### src/rtl/pipeline_controller.sv
// Stall/flush sequencer for the five-stage pipeline: drives the per-stage
// write enables and clears, the PC write enable, halt, memory-wait timeout
// and a saturating stall-cycle counter.
//
// Ports:
//   clk, clear               clock and synchronous active-high reset
//   id_rs/id_rt/id_uses_*    source registers read by the instruction in ID
//   ex_rd, ex_memtoreg       destination and load flag of the instruction in EX
//   ex_branch_taken          taken control transfer resolved in EX
//   mem_access, mem_ready    memory handshake of the instruction in MEM
//   wb_run                   run bit leaving MEM/WB (0 = HALT in WB)
//   pc_write_en, *_write_en  combinational write enables
//   *_clear                  combinational synchronous clears
//   halted, mem_error        registered status flags
//   stall_cycles             registered saturating stall counter
module pipeline_controller #(
    parameter int unsigned MEM_TIMEOUT = 255
) (
    input  logic        clk,
    input  logic        clear,
    input  logic [3:0]  id_rs,
    input  logic [3:0]  id_rt,
    input  logic        id_uses_rs,
    input  logic        id_uses_rt,
    input  logic [3:0]  ex_rd,
    input  logic        ex_memtoreg,
    input  logic        ex_branch_taken,
    input  logic        mem_access,
    input  logic        mem_ready,
    input  logic        wb_run,
    output logic        pc_write_en,
    output logic        if_id_write_en,
    output logic        id_ex_write_en,
    output logic        ex_mem_write_en,
    output logic        mem_wb_write_en,
    output logic        if_id_clear,
    output logic        id_ex_clear,
    output logic        ex_mem_clear,
    output logic        mem_wb_clear,
    output logic        halted,
    output logic        mem_error,
    output logic [15:0] stall_cycles
);

    localparam int unsigned WCNT_W  = 8;
    localparam int unsigned STALL_W = 16;

    typedef enum logic [1:0] {
        S_INIT     = 2'd0,
        S_RUN      = 2'd1,
        S_MEM_WAIT = 2'd2,
        S_HALT     = 2'd3
    } state_t;

    state_t              state;
    state_t              state_nxt;
    logic [WCNT_W-1:0]   wcnt;
    logic [WCNT_W-1:0]   wcnt_inc;
    logic                active;
    logic                freeze;
    logic                load_use;
    logic                timeout;
    logic                halt_req;

    // Shared hazard decode for the RUN/MEM_WAIT decision.
    assign active   = (state == S_RUN) || (state == S_MEM_WAIT);
    assign freeze   = mem_access & ~mem_ready;
    assign load_use = ex_memtoreg & ((id_uses_rs & (id_rs == ex_rd)) |
                                     (id_uses_rt & (id_rt == ex_rd)));
    assign wcnt_inc = wcnt + WCNT_W'(1);
    // wcnt_inc is the count this frozen cycle leaves behind.
    assign timeout  = (wcnt_inc == WCNT_W'(MEM_TIMEOUT));
    assign halt_req = active & ~freeze & ~wb_run;

    // State register.
    always_ff @(posedge clk) begin
        if (clear) begin
            state <= S_INIT;
        end else begin
            state <= state_nxt;
        end
    end

    // Next-state decision.
    always_comb begin
        state_nxt = state;
        case (state)
            S_INIT: state_nxt = S_RUN;
            S_RUN, S_MEM_WAIT: begin
                if (freeze) begin
                    state_nxt = timeout ? S_HALT : S_MEM_WAIT;
                end else if (!wb_run) begin
                    state_nxt = S_HALT;
                end else begin
                    state_nxt = S_RUN;
                end
            end
            S_HALT:  state_nxt = S_HALT;
            default: state_nxt = S_INIT;
        endcase
    end

    // Enables and clears; priority freeze > halt > branch > load-use.
    always_comb begin
        pc_write_en     = 1'b0;
        if_id_write_en  = 1'b0;
        id_ex_write_en  = 1'b0;
        ex_mem_write_en = 1'b0;
        mem_wb_write_en = 1'b0;
        if_id_clear     = 1'b0;
        id_ex_clear     = 1'b0;
        ex_mem_clear    = 1'b0;
        mem_wb_clear    = 1'b0;
        case (state)
            S_INIT: begin
                if_id_clear  = 1'b1;
                id_ex_clear  = 1'b1;
                ex_mem_clear = 1'b1;
                mem_wb_clear = 1'b1;
            end
            S_RUN, S_MEM_WAIT: begin
                if (freeze || !wb_run) begin
                    pc_write_en = 1'b0;
                end else if (ex_branch_taken) begin
                    // Squash IF/ID and ID/EX even when a load-use is present.
                    pc_write_en     = 1'b1;
                    if_id_write_en  = 1'b1;
                    id_ex_write_en  = 1'b1;
                    ex_mem_write_en = 1'b1;
                    mem_wb_write_en = 1'b1;
                    if_id_clear     = 1'b1;
                    id_ex_clear     = 1'b1;
                end else if (load_use) begin
                    // Hold PC and IF/ID, bubble into ID/EX, let the load advance.
                    id_ex_write_en  = 1'b1;
                    ex_mem_write_en = 1'b1;
                    mem_wb_write_en = 1'b1;
                    id_ex_clear     = 1'b1;
                end else begin
                    pc_write_en     = 1'b1;
                    if_id_write_en  = 1'b1;
                    id_ex_write_en  = 1'b1;
                    ex_mem_write_en = 1'b1;
                    mem_wb_write_en = 1'b1;
                end
            end
            default: pc_write_en = 1'b0;
        endcase
    end

    // Wait counter, sticky status flags and saturating stall counter.
    always_ff @(posedge clk) begin
        if (clear) begin
            wcnt         <= '0;
            halted       <= 1'b0;
            mem_error    <= 1'b0;
            stall_cycles <= '0;
        end else begin
            if (active && freeze) begin
                wcnt <= wcnt_inc;
            end else begin
                wcnt <= '0;
            end
            if (active && freeze && timeout) begin
                mem_error <= 1'b1;
            end
            if (halt_req) begin
                halted <= 1'b1;
            end
            if (active && !pc_write_en && (stall_cycles != {STALL_W{1'b1}})) begin
                stall_cycles <= stall_cycles + STALL_W'(1);
            end
        end
    end

endmodule

### config.mk
export PLATFORM = sky130hd
export DESIGN_NAME = pipeline_controller
export DESIGN_NICKNAME = d
export VERILOG_FILES = /design/src/rtl/pipeline_controller.sv
export SDC_FILE = /design/constraint.sdc
export NUM_CORES = 1
export LEC_CHECK = 0
export CORE_MARGIN = 2
export CORE_UTILIZATION = 35
export CTS_BUF_LIST = sky130_fd_sc_hd__clkbuf_4 sky130_fd_sc_hd__clkbuf_8
export CTS_CLUSTER_DIAMETER = 60
export CTS_CLUSTER_SIZE = 10
export DETAILED_ROUTE_END_ITERATION = 10
export PLACE_DENSITY = 0.59
export SLEW_MARGIN = 20
export SYNTH_ARGS = -nofsm -noshare
export SYNTH_HDL_FRONTEND = slang
export SYNTH_SLANG_ARGS = --single-unit
### constraint.sdc
create_clock -name clk -period 2.6 [get_ports clk]
set_input_delay 0.26 -clock clk [delete_from_list [all_inputs] [get_ports clk]]
set_output_delay 0.26 -clock clk [all_outputs]
set_load 0.02 [all_outputs]
==> flow_summary.toml <==
[logic_synthesis]
syn_area_um2 = 1770
synth.most_common_cell = "nor2_1"
synthCells = 221
yosysTopAreaCellShare = 0.317
synthDistinctLibCells = 40
postSynthAreaPerCell_um2 = 8.01
async_flop_share = 0
ys_warn_count = 0
syn_nets = 247
ys_ff_latch = 28
yosys-top-cells-count = "nor2_1, dfxtp_1, nor2b_1, a21oi_1, nand2_1"
ys.flop_type = "dfxtp_1"
yosysSeqAreaShare = 0.317
synth_edf_count = 0
synth.area.top_cells = "dfxtp_1, nor2_1, mux2_1"
yosysTopAreaCell = "dfxtp_1"

[timing]
fin_crit_sh = 0.905
layout_min_cycle_time_ns = 2.35
fin_tns_setup_ns = 0
skew_ns = 0.00888
hold_viol_final = 0
tightest_slew_ns = 0.602
max_freq_mhz = 425
max-slew-margin-rel = 0.599
finalSetupViolCount = 0
slew_violations = 0
rsz0062_at_grt = "false"

[clock_network]
h-tree-depth = 1
cts_sinks = 28
cts_buffer_depth = 2
cts.reportedPaths.clkPinSlew_ns = 0.10
clk_latency_ns = 0.28
cts_tree = "yes"
numCtsBuffers = 3
clockRootBuffer = "clkbuf_8"
postCtsSetupBuffers = 0

[finish]
fin_cells = 332
fin_area_um2 = 2360
antennaDiodeCount = 0
ff_latch_area_um2 = 561
utilization = 0.494
multi_input_area_um2 = 1110
final_layout_size_suffix_gt1_frac = 0.0792
area_growth_pct = 33.6
nets = 292
num-fill-cells = 466

[detailed_routing]
ant_nets = 0
finalWirelength_um = 4120
remaining_drc_errors = 0
num_vias = 1645
via_per_inst = 4.95
drt_iter0_drc = 48
first_pass_iters = 4
wl_per_cell_um = 12.4

[run_status]
outcome = "finished, final reports clean"

[placed_design]
place_area_um2 = 2310
hpwl_um = 3040
place.gp.congestion = 0.800
portBuffers = 47
placed_cells = 328

[global_route]
grt_first_pass_wirelength_um = 6790
grt_use_total = 0.152
grt-ovfl-total = 0
grt_pass1_vias = 1537
antenna_found_initial = 0
grt_max_degree = 22

[power_and_ir_drop]
powerDensity_nw_per_um2 = 403
peakVddDrop_mv = 0.235
p_leak_nw = 0.855

[worst_setup_path]
start_kind = "input port"
crit_path_end_kind = "output port"
critPathKind = "input port to output port"
worstPathRequired_ns = 2.34
cp_max_fo = 2
cp.arrival_ns = 2.09
r2r_setup_slack_ns = 0.42

[floorplan]
row_count = 25
die-area_um2 = 5640
die_w_um = 75.1
coreArea_um2 = 4790
fp.dieH_um = 75.1
io_pins = 48
initial_utilization = 0.370

[worst_hold_path]
min_path_type = "register to register"

[job]
drv_cap = 0
state kept, by name, indices dropped and copies added (netlist names):
| signal | flops |
|---|---|
| halted | 1 |
| mem_error | 1 |
| stall_cycles | 16 |
| state | 2 |
| wcnt | 8 |
kinds of logic (layout without fill, tap and decap cells):
logic type                 after synthesis  in the layout  synth area share
muxes                                   16             16             0.103
adders and majority gates                5              5            0.0354
xor gates and xnor gates                14             14            0.0693
buffers and inverters                   22             66            0.0566
and+or+nand+nor                        102            102             0.296
AOI/OAI and AO/OA                       34             34             0.123
DFF                                     28             28             0.317
final timing paths:
check	startpoint	to	cells after the start
worst max register to register	stall_cycles[6]$_SDFFE_PP0P_	stall_cycles[14]$_SDFFE_PP0P_	5
worst min-delay path	halted$_SDFFE_PP0P_	halted$_SDFFE_PP0P_	2
worst max-delay path	ex_rd[0]	if_id_write_en	7
worst min register to register	halted$_SDFFE_PP0P_	halted$_SDFFE_PP0P_	2
what timing repair did:
item / 4_1_cts / 5_1_grt
setup endpoints to repair: 0 / 1
hold buffers: 0 / 0
resized for setup: 0 / 1
placed cells by master, fill, tap and decap left out, drive strengths merged, types with 9 or more instances in the layout:
master         Yosys  final
nor2              30     30
nand2             13     13
nor3              11     11
mux2              15     15
dfxtp             28     28
nand3              9      9
a21oi             14     14
nor2b             14     14
clkdlybuf4s50      0     46
stage by stage:
stage / setup WS, ns / power (mW) / hold WS, ns
floorplan: 0.348 / 0.591 / 0.441
global placement: 0.139 / 0.689 / 0.451
detailed placement: 0.0871 / 0.691 / 0.479
CTS: 0.0725 / 0.967 / 0.503
global route: 0.141 / 1.01 / 0.515
finish: 0.247 / 0.953 / 0.493
final cells by class:
class,instances,area share
Multi-Input combinational cell,171,0.469
Clock buffer,4,0.0233
Tap cell,67,0.0355
Timing Repair Buffer,54,0.222
Inverter,8,0.0127
Sequential cell,28,0.237
critical path, cell delays in order:
cell	delay [ns]
clkdlybuf4s50_1	0.51
xor2_1	0.17
nor3_1	0.08
buf_4	0.14
a22oi_2	0.17
and2_1	0.16
clkdlybuf4s50_1	0.60
power by group:
part           leakage, nW  internal [mW]  total (mW)  switching, mW
Sequential           0.226          0.438       0.446        0.00775
Clock               0.0288          0.136       0.273          0.138
Combinational        0.600          0.112       0.234          0.122
Total                0.855          0.686       0.953          0.267
metal layers:
layer / track usage / wire length, um / vias to the layer above / share of wire
met5: 0 / 0 / - / 0
met4: 0.0496 / 31 / 0 / 0.0075
met3: 0.0295 / 266 / 2 / 0.065
met2: 0.252 / 1780 / 44 / 0.43
met1: 0.199 / 2040 / 748 / 0.50
li1: - / - / 851 / -
(Power assumes the default switching activity.)
